==> src/rtl/mips25_alu_pkg.sv <==
// Shared ALU definitions: logic-unit op encoding and parameter limits.
package mips25_alu_pkg;

  localparam int LOGIC_W_MAX      = 64;
  localparam int LOGIC_STAGES_MAX = 4;

  typedef enum logic [2:0] {
    OP_AND    = 3'd0,
    OP_OR     = 3'd1,
    OP_XOR    = 3'd2,
    OP_NAND   = 3'd3,
    OP_NOR    = 3'd4,
    OP_XNOR   = 3'd5,
    OP_PASS_A = 3'd6,
    OP_NOT_A  = 3'd7
  } logic_op_e;

endpackage

==> src/rtl/logic_unit_stage.sv <==
// One pipeline slot: valid + data register, loads on en_i, async clear to RST_VAL.
// Latency 1 cycle; holds contents whenever en_i is low.
module logic_unit_stage
  import mips25_alu_pkg::*;
#(
  parameter int            DW      = 16,
  parameter logic [DW-1:0] RST_VAL = '0
) (
  input  logic          clk_i,
  input  logic          rst_ni,
  input  logic          en_i,
  input  logic          vld_i,
  input  logic [DW-1:0] dat_i,
  output logic          vld_o,
  output logic [DW-1:0] dat_o
);

  logic          vld_q;
  logic [DW-1:0] dat_q;

  always_ff @(posedge clk_i or negedge rst_ni) begin
    if (!rst_ni) begin
      vld_q <= 1'b0;
      dat_q <= RST_VAL;
    end else if (en_i) begin
      vld_q <= vld_i;
      dat_q <= dat_i;
    end
  end

  assign vld_o = vld_q;
  assign dat_o = dat_q;

endmodule

==> src/rtl/logic_unit_pipe.sv <==
// Pipelined bitwise logic unit, STAGES cycles latency; a stalled output freezes the whole pipe.
// LOGIC_UNIT_FLAGS_EN adds zero/parity flags carried alongside the result.
module logic_unit_pipe
  import mips25_alu_pkg::*;
#(
  parameter int W      = 16,
  parameter int STAGES = 2
) (
  input  logic         clkpos,
  input  logic         rstn,
  input  logic         in_valid,
  output logic         in_ready,
  input  logic [2:0]   op,
  input  logic [W-1:0] a,
  input  logic [W-1:0] b,
  output logic         out_valid,
  input  logic         out_ready,
  output logic [W-1:0] out,
  output logic         busy
`ifdef LOGIC_UNIT_FLAGS_EN
  ,
  output logic         zero,
  output logic         parity
`endif
);

`ifdef LOGIC_UNIT_FLAGS_EN
  localparam int FW = 2;
  // Reset image {zero, parity, result} so flags agree with out == 0.
  localparam logic [W+FW-1:0] RST_VAL = {1'b1, 1'b0, {W{1'b0}}};
`else
  localparam int FW = 0;
  localparam logic [W+FW-1:0] RST_VAL = '0;
`endif
  localparam int DW = W + FW;

  logic            adv;
  logic [W-1:0]    res_d;
  logic [STAGES:0] vld_c;
  logic [DW-1:0]   dat_c [STAGES+1];

  always_comb begin
    res_d = '0;
    case (logic_op_e'(op))
      OP_AND:    res_d = a & b;
      OP_OR:     res_d = a | b;
      OP_XOR:    res_d = a ^ b;
      OP_NAND:   res_d = ~(a & b);
      OP_NOR:    res_d = ~(a | b);
      OP_XNOR:   res_d = ~(a ^ b);
      OP_PASS_A: res_d = a;
      OP_NOT_A:  res_d = ~a;
      default:   res_d = '0;
    endcase
  end

  // Single global enable: any stall at the output holds every stage.
  assign adv      = !out_valid || out_ready;
  assign in_ready = adv;
  assign vld_c[0] = in_valid;

`ifdef LOGIC_UNIT_FLAGS_EN
  assign dat_c[0] = {~|res_d, ^res_d, res_d};
`else
  assign dat_c[0] = res_d;
`endif

  for (genvar s = 0; s < STAGES; s++) begin : g_stage
    logic_unit_stage #(
      .DW      (DW),
      .RST_VAL (RST_VAL)
    ) u_stage (
      .clk_i  (clkpos),
      .rst_ni (rstn),
      .en_i   (adv),
      .vld_i  (vld_c[s]),
      .dat_i  (dat_c[s]),
      .vld_o  (vld_c[s+1]),
      .dat_o  (dat_c[s+1])
    );
  end

  assign out_valid = vld_c[STAGES];
  assign out       = dat_c[STAGES][W-1:0];
  assign busy      = |vld_c[STAGES:1];

`ifdef LOGIC_UNIT_FLAGS_EN
  assign zero   = dat_c[STAGES][W+1];
  assign parity = dat_c[STAGES][W];
`endif

endmodule

==> config.mk <==
export PLATFORM = sky130hd
export DESIGN_NAME = logic_unit_pipe
export DESIGN_NICKNAME = d
export VERILOG_FILES = /design/src/rtl/mips25_alu_pkg.sv /design/src/rtl/logic_unit_stage.sv /design/src/rtl/logic_unit_pipe.sv
export SDC_FILE = /design/constraint.sdc
export NUM_CORES = 1
export LEC_CHECK = 0
export BUFFER_PORTS_ARGS = -buffer_cell sky130_fd_sc_hd__buf_2
export CAP_MARGIN = 20
export CORE_MARGIN = 4
export CORE_UTILIZATION = 46
export CTS_BUF_LIST = sky130_fd_sc_hd__clkbuf_4
export DETAILED_ROUTE_END_ITERATION = 7
export GPL_ROUTABILITY_DRIVEN = 0
export GPL_TIMING_DRIVEN = 0
export PLACE_DENSITY = 0.69
export REMOVE_ABC_BUFFERS = 1
export SLEW_MARGIN = 20
export SYNTH_ARGS = -nofsm -noshare
export SYNTH_HDL_FRONTEND = slang
export SYNTH_SLANG_ARGS = --single-unit
==> constraint.sdc <==
create_clock -name clkpos -period 3.1 [get_ports clkpos]
set_clock_uncertainty 0.05 [all_clocks]
set_input_delay 0.465 -clock clkpos [delete_from_list [all_inputs] [get_ports clkpos]]
set_output_delay 0.465 -clock clkpos [all_outputs]
set_load 0.02 [all_outputs]
# Word-level counts from Yosys, hierarchy flattened
# Index checks and enable logic that the tools add are counted.
totals:
  regBits: 34
  in_bits: 39
  output_inout_bits: 19
  word_cells: 23
classes:
  eq_ne: 7
  muxes: 1
  bitwise: 7
  reduce_logical: 4
ops:
  columns: ["operator", "n"]
  rows:
  - ["16-bit case mux with 8 select lines", 1]
  - ["16-bit NOT", 4]
  - ["16-bit AND", 1]
  - ["16-bit bitwise OR", 1]
  - ["16-bit XOR", 1]
  - ["3-bit == test, second input constant", 4]
  - ["3-bit by 2-bit == test with 1-bit output, second input constant", 2]
  - ["3-bit by 1-bit == test with 1-bit output, second input constant", 1]
  - ["3-bit zero test", 1]
  - ["2-bit OR reduction", 1]
  - ["1-bit zero test", 1]
  - ["1-bit logical OR", 1]

# Logic depth before layout (Yosys ltp)
# Gate-level depths: netlist of the first run.
logic_depth:
  depth_word: 3
  depth_mapped: 7
  ltp_nobuf: 6

# Cells and area by module
# Synthesis of the first run repeated with hierarchy kept, for this count alone.
unflattened:
  hier_cells: 317
  area_unflattened_um2: 3120.5
by_module_without_submodules:
  columns: ["mod", "instances", "cells_per_inst", "area_each_um2", "seq_area_each_um2"]
  rows:
  - ["logic_unit_pipe", 1, 245, 1749.2, 0.0]
  - ["logic_unit_stage", 2, 36, 685.7, 425.4]

# Least setup slack after synthesis of the first run
# Ideal clock, no wire load.
synth_timing:
  path_kind: "register -> output"
  from: "register g_stage[1].u_stage.vld_q"
  to: "output port in_ready"
  arrival_ns: 1.129
  required_time_ns: 2.585
  path_slack_ns: 1.456
  path_stages_with_launch: 4
  n_path_buf: 1
  path_cell_list: "dfrtp_1 -> nor2b_1 -> clkinv_1 -> clkbuf_1"
synth_via:
  elab_chain_cells: 2
synth_lines:
  columns: ["item", "line", "text"]
  rows:
  - ["from (decl)", "logic_unit_stage.sv:18", "logic vld_q;"]
  - ["from (signal assigned)", "logic_unit_stage.sv:26", "vld_q <= vld_i;"]
  - ["1-bit zero test", "logic_unit_pipe.sv:58", "assign adv = !out_valid || out_ready;"]
  - ["1-bit logical OR", "logic_unit_pipe.sv:58", null]
  - ["to (decl)", "logic_unit_pipe.sv:12", "output logic in_ready,"]
# No other way between the ends.

# Worst setup path after layout of the first run
# Same ends and word-level chain as after synthesis.

==> flow_metrics.py, run 1 <==
metrics = {
    "setup_path": {
        "arrival_ns": 2.21,
        "cp-end-kind": "output pin",
        "required_ns": 2.58,
        "r2r_cells": 4,
        "cp_max_fo": 36,
        "critical_path_class": "flop to output pin",
        "start_kind": "flop",
    },
    "floorplanning": {
        "coreArea_sq_um": 6060,
        "io_pins": 58,
        "die_h_um": 87.8,
        "initial_core_util_pct": 48.3,
        "die_x_um": 87.8,
        "die_area_sq_um": 7710,
        "num_rows": 28,
    },
    "timing": {
        "holdWs_ns": 0.147,
        "fin_ws_ns": 0.377,
        "slew_viol_final": 0,
        "setup_viol": 0,
        "setup_tns_ns": 0,
        "rsz0062_at_grt": "no",
        "slew-limit-headroom_pct": 46.5,
        "period_needed_ns": 2.72,
        "max_freq_mhz": 367,
        "finalHoldViolations": 0,
        "tightest_slew_ns": 0.803,
        "finalCritPeriodShare_pct": 87.8,
    },
    "routing": {
        "first_pass_iters": 4,
        "totalWireLength_um": 5720,
        "drt-vias-per-instance": 5.19,
        "drt_iter0_markers": 96,
        "wl_per_cell_um": 12.2,
        "drc": 0,
        "vias": 2434,
        "drtAntennaViolNets": 0,
    },
    "synthesis": {
        "synth_top_cell_by_area": "dfrtp_1",
        "syn_inst": 368,
        "synth_compound_area_share_pct": 17.3,
        "async_flop_share_pct": 100,
        "ys_warn_count": 0,
        "synthesis.area_sq_um": 2930,
        "synth_area_leaders": "dfrtp_1 (29%), ha_1 (14%), nand2_1 (8.3%)",
        "synth_adder_area_share_pct": 13.7,
        "synthSimpleGateAreaFrac_pct": 18.4,
        "synth_edf_count": 0,
        "yosysSeqAreaShare_pct": 29.0,
        "synth_top_family_by_area": "simple AND/OR/NAND/NOR gates",
        "synth_top_area_share_pct": 29.0,
        "synth_common_cells": "nand2_1 (65), inv_1 (39), dfrtp_1 (34)",
        "yosysMostFrequentCell": "nand2_1",
        "avgSynthCellArea_sq_um": 7.96,
        "synthFlopType": "dfrtp_1",
        "ys_ff_latch": 34,
        "synth_xor_area_share_pct": 3.29,
        "synth.distinct_cells": 33,
        "synth.area.mux_share_pct": 5.34,
    },
    "grt": {
        "grt_pass1_vias": 2271,
        "grt.total_usage_pct": 15.3,
        "gr-total-overflow": 0,
        "grt_max_degree": 85,
        "grt_pass1_wl_um": 9630,
        "grt_antenna_before_repair": 0,
    },
    "power": {
        "ir_drop_mv": 0.304,
        "p_leak_uw": 0.00163,
        "combPwrFrac_pct": 36.3,
        "power_density_nw_per_um2": 411,
        "p_switching_uw": 468,
        "p_sw_share_pct": 36.3,
        "pwr-share-clk_pct": 18.5,
        "p_seq_share_pct": 45.2,
        "p_int_uw": 823,
    },
    "job": {
        "maxCapViolCount": 0,
    },
    "clock_network": {
        "clock_latency_ns": 0.32,
        "cts-root-buf": "clkbuf_4",
        "clock_path_buffers": 2,
        "tritoncts": "yes",
        "ctsHtreeMaxLevel": 2,
        "clk_pin_slew_ns": 0.10,
        "cts_buffers": 5,
        "postCtsHoldBufs": 0,
        "cts.sinks": 34,
    },
    "final_layout": {
        "n_antenna_cell": 0,
        "nets": 465,
        "layoutNonFillerInstCount": 469,
        "post-route-util_pct": 51.9,
        "drive_gt1_share_pct": 19.0,
        "syn_to_final_growth_pct": 7.30,
    },
    "placement": {
        "portBuffers": 57,
        "place_hpwl_um": 4140,
        "placed_cells": 462,
        "pre_cts_ws_ns": 0.0226,
    },
    "status": {
        "status": "complete, no violations",
    },
    "hold_path": {
        "holdCritPathClass": "primary input to async pin",
    },
}
-- critical path, cell delays in order (launching register included) --
cell      delay, ns
dfrtp_1        0.36
nor2b_4        0.59
clkinv_2       0.59
buf_2          0.33
-- flip-flops by register name (all words and copies together) (netlist names) --
signal                 count
g_stage.u_stage.vld_o      2
g_stage.u_stage.dat_o     32
-- cell families after synthesis --
group,Yosys count
AND/OR/NAND/NOR,121
buffers and inverters,78
adder cells (fa/ha/maj),32
AO/OA/AOI/OAI,80
XOR/XNOR,11
flip-flops,34
multiplexers,12
-- per-layer routing --
metal	wire length [um]	GRT usage (%)
met2	2780	27.1
met3	323	2.63
met4	61	4.46
met1	2550	19.1
met5	0	0
-- cell usage in the layout, fill, tap and decap left out, types with 2 or more instances in the layout --
cell       netlist  routed
nand2_1         65      65
buf_2            9      56
inv_1           39      39
dfrtp_1         34      34
ha_1            32      32
a21oi_1         23      23
nor2_1          20      20
nand2b_1        20      20
o21ai_0         17      17
o22ai_1         13      13
o221ai_1         7       7
a221oi_1         7       7
nand3_1          7       7
clkbuf_4         0       7
xor2_1           6       6
a211oi_1         6       6
xnor2_1          5       5
mux2_2           5       5
mux2i_1          4       4
o2bb2ai_1        4       4
nand3b_1         3       3
nor2b_1          3       2
mux4_2           2       2
-- worst paths after layout --
check | from | endpoint | slack [ns]
max reg2reg | g_stage[1].u_stage.vld_o | g_stage[0].u_stage.dat_o[7] | 0.77
max in group asynchronous | rstn | g_stage[1].u_stage.dat_o[13] | 2.38
min | rstn | g_stage[1].u_stage.vld_o | 0.15
max | g_stage[1].u_stage.vld_o | in_ready | 0.38
min in group clkpos | in_valid | g_stage[0].u_stage.vld_o | 0.29
min reg2reg | g_stage[1].u_stage.dat_o[5] | g_stage[1].u_stage.dat_o[5] | 0.41
-- what timing repair did --
| action | in CTS | in global routing |
|---|---|---|
| setup buffers | 0 | 0 |
| setup endpoints to repair | 1 | 0 |
| resized for setup | 1 | 0 |
-- final cells by class --
class                   instances  area [sq um]
fillers                       600          2920
multi-input cells             256          1710
flip-flops and latches         34           851
repair buffers                 57           288
inverters                      40           151
well taps                      75          93.8
clock buffers                   7          52.6
-- power by group through the flow --
stage / logic, uW / clock network (uW) / registers (uW)
6_report: 469 / 239 / 584
5_1_grt: 531 / 267 / 595
4_1_cts: 476 / 246 / 585
3_5_place_dp: 475 / 0 / 595
3_3_place_gp: 460 / 0 / 592
2_1_floorplan: 238 / 0 / 648
-- through the flow --
stage	total power, uW	cell area, sq um
2_1_floorplan	885	2700
3_3_place_gp	1050	3080
3_5_place_dp	1070	3090
4_1_cts	1310	3140
5_1_grt	1390	3140
6_report	1290	3140
Note: power is estimated with default switching activity, not from simulation.
==> inputs of run 2 (changes only) <==
- PLACE_DENSITY: 0.69 -> 0.68
- SYNTH_HIERARCHICAL: unset -> 1
==> run 2 against run 1 <==
Effect of this change: via count fell by 1.6%; maximum frequency grew 12%; clock power fell by 2%; largest cell class unchanged; hold slack got worse by 0.016 ns; critical endpoint is now g_stage[0].u_stage/dat_o[11]; combinational power rose by 39%; cell count is 6.6% lower; largest power group is now combinational cells; sequential power up 6.8%; first-iteration DRC count shrank 36%; critical path depth increased by 2; utilization up 0.95 points.
==> flow_metrics.py, run 2 <==
metrics = {
    "routing": {
        "drt-vias-per-instance": 5.47,
        "totalWireLength_um": 5840,
        "wl_per_cell_um": 13.3,
        "drtAntennaViolNets": 0,
        "drc": 0,
        "drt_iter0_markers": 61,
        "first_pass_iters": 4,
        "vias": 2396,
    },
    "synthesis": {
        "synth_common_cells": "inv_1 (47), dfrtp_1 (34), ha_1 (32)",
        "synthFlopType": "dfrtp_1",
        "synth_xor_area_share_pct": 1.68,
        "async_flop_share_pct": 100,
        "avgSynthCellArea_sq_um": 9.84,
        "synth_area_leaders": "dfrtp_1 (27%), ha_1 (13%), mux2_4 (9.6%)",
        "synth_adder_area_share_pct": 12.8,
        "synth.distinct_cells": 27,
        "synth_top_cell_by_area": "dfrtp_1",
        "synth.area.mux_share_pct": 20.6,
        "syn_inst": 317,
        "ys_ff_latch": 34,
        "synth_compound_area_share_pct": 17.2,
        "synth_top_area_share_pct": 27.3,
        "ys_warn_count": 6,
        "synth_top_family_by_area": "multiplexers",
        "synthSimpleGateAreaFrac_pct": 9.06,
        "synth_edf_count": 0,
        "yosysSeqAreaShare_pct": 27.3,
        "yosysMostFrequentCell": "inv_1",
        "synthesis.area_sq_um": 3120,
    },
    "setup_path": {
        "cp_max_fo": 39,
        "arrival_ns": 2.60,
        "worst_path_max_delay_cell": "and2_1",
        "r2r_cells": 3,
        "r2r_slack_ns": 1.49,
        "crit_family": "simple AND/OR/NAND/NOR gates",
        "startpoint": "op[2]",
        "slowest_delay_ns": 0.75,
        "required_ns": 3.27,
        "path_buf_inv": 1,
        "start_kind": "primary input",
        "worstReg2RegStart": "g_stage[1].u_stage/vld_o",
        "crit_chain": "buf_2, and2_1, a211oi_1, o32a_1, mux2_4",
        "critical_path_class": "primary input to flop",
        "r2r_end": "g_stage[1].u_stage/dat_o[15]",
        "cp-end-kind": "flop",
    },
    "timing": {
        "finalHoldViolations": 0,
        "finalCritPeriodShare_pct": 78.4,
        "rsz0062_at_grt": "no",
        "fin_ws_ns": 0.670,
        "period_needed_ns": 2.43,
        "slew-limit-headroom_pct": 45.9,
        "setup_viol": 0,
        "max_freq_mhz": 411,
        "slew_viol_final": 0,
        "tightest_slew_ns": 0.812,
    },
    "clock_network": {
        "clock_path_buffers": 2,
        "ctsHtreeMaxLevel": 2,
        "clk_pin_slew_ns": 0.11,
        "postCtsHoldBufs": 0,
        "post_cts_resized": 0,
        "cts_setup_buffers": 0,
        "clock_latency_ns": 0.33,
        "cts.sinks": 34,
        "cts_buffers": 5,
        "tritoncts": "yes",
        "cts-root-buf": "clkbuf_4",
    },
    "grt": {
        "grt_antenna_before_repair": 0,
        "grt_max_degree": 77,
        "grt.total_usage_pct": 14.4,
        "grt_pass1_wl_um": 10000,
        "grt_pass1_vias": 2246,
        "gr-total-overflow": 0,
    },
    "final_layout": {
        "multiInputGateArea_sq_um": 1920,
        "regArea_sq_um": 851,
        "drive_gt1_share_pct": 33.0,
        "final_common_cell": "buf_2",
        "num-fill-cells": 596,
        "largest_reg_flops": 32,
        "layout_common_cells": "buf_2 (56), inv_1 (47), dfrtp_1 (34)",
        "n_antenna_cell": 0,
        "nets": 431,
        "syn_to_final_growth_pct": 9.34,
    },
    "floorplanning": {
        "io_pins": 58,
        "num_rows": 29,
        "die_x_um": 90.4,
        "coreArea_sq_um": 6460,
        "die_h_um": 90.4,
        "initial_core_util_pct": 48.3,
        "die_area_sq_um": 8170,
    },
    "placement": {
        "pre_cts_ws_ns": 0.320,
        "place_hpwl_um": 4070,
        "portBuffers": 57,
    },
    "power": {
        "p_leak_uw": 0.00173,
        "p_total_uw": 1510,
        "ir_drop_mv": 0.269,
        "power_density_nw_per_um2": 443,
    },
    "status": {
        "status": "complete, no violations",
    },
    "hold_path": {
        "holdCritPathClass": "primary input to async pin",
    },
    "job": {
        "maxCapViolCount": 0,
    },
}
-- run 2: worst max-delay path by stage --
stage	end	slack [ns]	cells after the start
after detailed placement	g_stage[0].u_stage/dat_o[2]	0.32	5
after global placement	g_stage[0].u_stage/dat_o[3]	-0.08	5
after global routing	g_stage[0].u_stage/dat_o[11]	0.52	5
after CTS	g_stage[0].u_stage/dat_o[11]	0.69	5
after floorplan	g_stage[0].u_stage/dat_o[0]	0.75	2
final	g_stage[0].u_stage/dat_o[11]	0.67	5
-- run 2: final cells by class --
| cell class | instances | share of cell area, % |
|---|---|---|
| Multi-Input combinational cell | 214 | 56.3 |
| Sequential cell | 34 | 24.9 |
| Timing Repair Buffer | 58 | 9.24 |
| Inverter | 47 | 5.17 |
| Tap cell | 77 | 2.82 |
| Clock buffer | 5 | 1.10 |
| Clock inverter | 3 | 0.477 |
-- run 2: metrics by stage --
stage                     TNS [ns]  instances  instance area (sq um)  hold WS [ns]  utilization [%]
after CTS                        0        438                   3410         0.151             52.8
after floorplan                  0        295                   2940         0.119                -
after global routing             0        438                   3410         0.176             52.8
final                            0        438                   3410         0.131             52.8
after detailed placement         0        430                   3360         0.438             52.0
after global placement      -0.721        429                   3330         0.434             51.5
-- run 2: kinds of logic after synthesis --
| logic type | count (synthesis) |
|---|---|
| XOR/XNOR | 6 |
| AO/OA/AOI/OAI | 73 |
| AND/OR/NAND/NOR | 57 |
| multiplexers | 46 |
| flip-flops | 34 |
| buffers and inverters | 69 |
| adder cells (fa/ha/maj) | 32 |
-- run 2: layer usage --
| metal | GRT usage, % | vias up | routed length (um) |
|---|---|---|---|
| met1 | 18.8 | 1148 | 2760 |
| met4 | 3.57 | 0 | 38 |
| met3 | 3.75 | 6 | 316 |
| li1 | - | 1191 | - |
| met2 | 23.6 | 51 | 2730 |
| met5 | 0 | - | 0 |
-- run 2: worst reg2reg max path, stage by stage, from the launching register on --
cell,delay (ns)
dfrtp_1,0.42
nand2b_2,0.45
buf_16,0.24
mux2_2,0.35
-- run 2: power breakdown --
group          switching [uW]  internal, uW
logic                     318           333
registers                63.7           561
clock network             151          84.3
==> inputs of run 3 (changes only) <==
- PLACE_DENSITY: 0.68 -> 0.71
- clock period: 3.1 -> 1.96 ns (I/O delays scaled with it)
==> run 3 against run 2 <==
Effect of this change: cell count did not move; sequential power increased by 58%; utilization rose by 0.58 points; final area grew 1.1%.
==> flow_metrics.py, run 3 (same netlist as run 2, synthesis figures left out) <==
metrics = {
    "final_layout": {
        "final_common_cell": "buf_2",
        "layout_common_cells": "buf_2 (54), inv_1 (47), dfrtp_1 (34)",
        "drive_gt1_share_pct": 33.0,
        "largest_reg_flops": 32,
        "syn_to_final_growth_pct": 10.5,
        "nets": 432,
        "n_antenna_cell": 0,
        "layoutNonFillerInstCount": 438,
    },
    "timing": {
        "slew-limit-headroom_pct": 48.4,
        "finalHoldViolations": 0,
        "setup_tns_ns": 0,
        "tightest_slew_ns": 0.774,
        "period_needed_ns": 1.81,
        "finalCritPeriodShare_pct": 92.6,
        "rsz0062_at_grt": "no",
        "slew_viol_final": 0,
        "max_freq_mhz": 551,
        "setup_viol": 0,
    },
    "power": {
        "ir_drop_mv": 0.395,
        "p_leak_uw": 0.00175,
        "power_density_nw_per_um2": 729,
    },
    "routing": {
        "first_pass_iters": 4,
        "drc": 0,
        "totalWireLength_um": 5930,
        "route.met3.wl_um": 296,
        "top_layer_used": "met4",
        "drt_iter0_markers": 75,
        "vias": 2387,
        "wl_per_cell_um": 13.5,
        "wl_met2_um": 2850,
        "drt-vias-per-instance": 5.45,
        "drt-met1-wl_um": 2740,
        "drtAntennaViolNets": 0,
    },
    "job": {
        "maxCapViolCount": 0,
    },
    "placement": {
        "place_hpwl_um": 4160,
        "placed_cells": 430,
        "portBuffers": 57,
    },
    "setup_path": {
        "crit_family": "simple AND/OR/NAND/NOR gates",
        "path_buf_inv": 1,
        "r2r_slack_ns": 0.38,
        "required_ns": 2.13,
        "worstReg2RegStart": "g_stage[1].u_stage/vld_o",
        "critical_path_class": "primary input to flop",
        "worstSetupEndpoint": "g_stage[0].u_stage/dat_o[6]",
        "cp-end-kind": "flop",
        "start_kind": "primary input",
        "r2r_cells": 3,
        "r2r_end": "g_stage[1].u_stage/dat_o[15]",
        "slowest_delay_ns": 0.51,
        "critical_path_depth": 5,
        "crit_chain": "buf_6, and2_2, a211oi_1, o32a_1, mux2_4",
        "arrival_ns": 1.99,
        "startpoint": "op[0]",
        "cp_max_fo": 76,
        "worst_path_max_delay_cell": "and2_2",
    },
    "clock_network": {
        "cts.sinks": 34,
        "clock_latency_ns": 0.33,
        "clock_path_buffers": 2,
        "cts_buffers": 5,
        "ctsHtreeMaxLevel": 2,
        "tritoncts": "yes",
        "clk_pin_slew_ns": 0.10,
        "cts-root-buf": "clkbuf_4",
    },
    "floorplanning": {
        "die_x_um": 90.4,
        "initial_core_util_pct": 48.3,
        "die_area_sq_um": 8170,
        "coreArea_sq_um": 6460,
        "num_rows": 29,
        "io_pins": 58,
        "die_h_um": 90.4,
    },
    "status": {
        "status": "complete, no violations",
    },
    "grt": {
        "grt_pass1_vias": 2328,
        "grt_max_degree": 77,
        "grt_pass1_wl_um": 10400,
        "gr-total-overflow": 0,
        "grt_antenna_before_repair": 0,
        "grt.total_usage_pct": 15.1,
    },
    "hold_path": {
        "holdCritPathClass": "primary input to flop",
    },
}
[run 3: cell type report]
type	count	area (sq um)
multi-input cells	214	1920
clock buffers	5	37.5
inverters	47	176
repair buffers	59	334
flip-flops and latches	34	851
fillers	599	3010
clock inverters	2	33.8
well taps	77	96.3
[run 3: where the power goes]
| group | total, uW | switching, uW | internal, uW |
|---|---|---|---|
| sequential | 989 | 102 | 887 |
| combinational | 1040 | 506 | 530 |
| clock | 489 | 231 | 258 |
[run 3: how the worst min path moves through the flow]
stage	cells after the start	slack, ns	to	from
2_1_floorplan	0	-0.05	g_stage[0].u_stage/dat_o[0]	rstn
3_3_place_gp	1	0.36	g_stage[1].u_stage/dat_o[11]	rstn
3_5_place_dp	1	0.37	g_stage[1].u_stage/dat_o[11]	rstn
4_1_cts	2	0.14	g_stage[0].u_stage/vld_o	in_valid
5_1_grt	2	0.15	g_stage[0].u_stage/vld_o	in_valid
6_report	2	0.16	g_stage[0].u_stage/vld_o	in_valid
[run 3: routing by layer]
layer,track usage (%),vias to the layer above
met3,3.75,4
met2,25.9,48
met5,0,-
li1,-,1194
met1,19.1,1141
met4,3.57,0
[run 3: repair_timing]
action / 4_1_cts / 5_1_grt
setup endpoints to repair: 10 / 7
hold buffers: 1 / 0
gates resized for setup: 3 / 1
setup buffers: 0 / 0
hold endpoints to repair: 28 / 0
[run 3: stage by stage]
step	utilization [%]	total power (uW)	hold WS (ns)	setup slack (ns)	instance area, sq um
floorplan	-	1710	-0.0516	-0.332	2940
global placement	51.5	2010	0.356	-1.04	3330
detailed placement	52.0	2050	0.366	-0.658	3360
CTS	53.4	2560	0.137	0.0791	3450
global route	53.4	2700	0.147	0.0536	3450
finish	53.4	2510	0.155	0.145	3450
[run 3: worst register-to-register path, delay by kind of cell (launching register included)]
kind | cells | cell delay [ns]
buffers and inverters | 1 | 0.25
multiplexers | 1 | 0.36
AND/OR/NAND/NOR | 1 | 0.41
flip-flops | 1 | 0.42
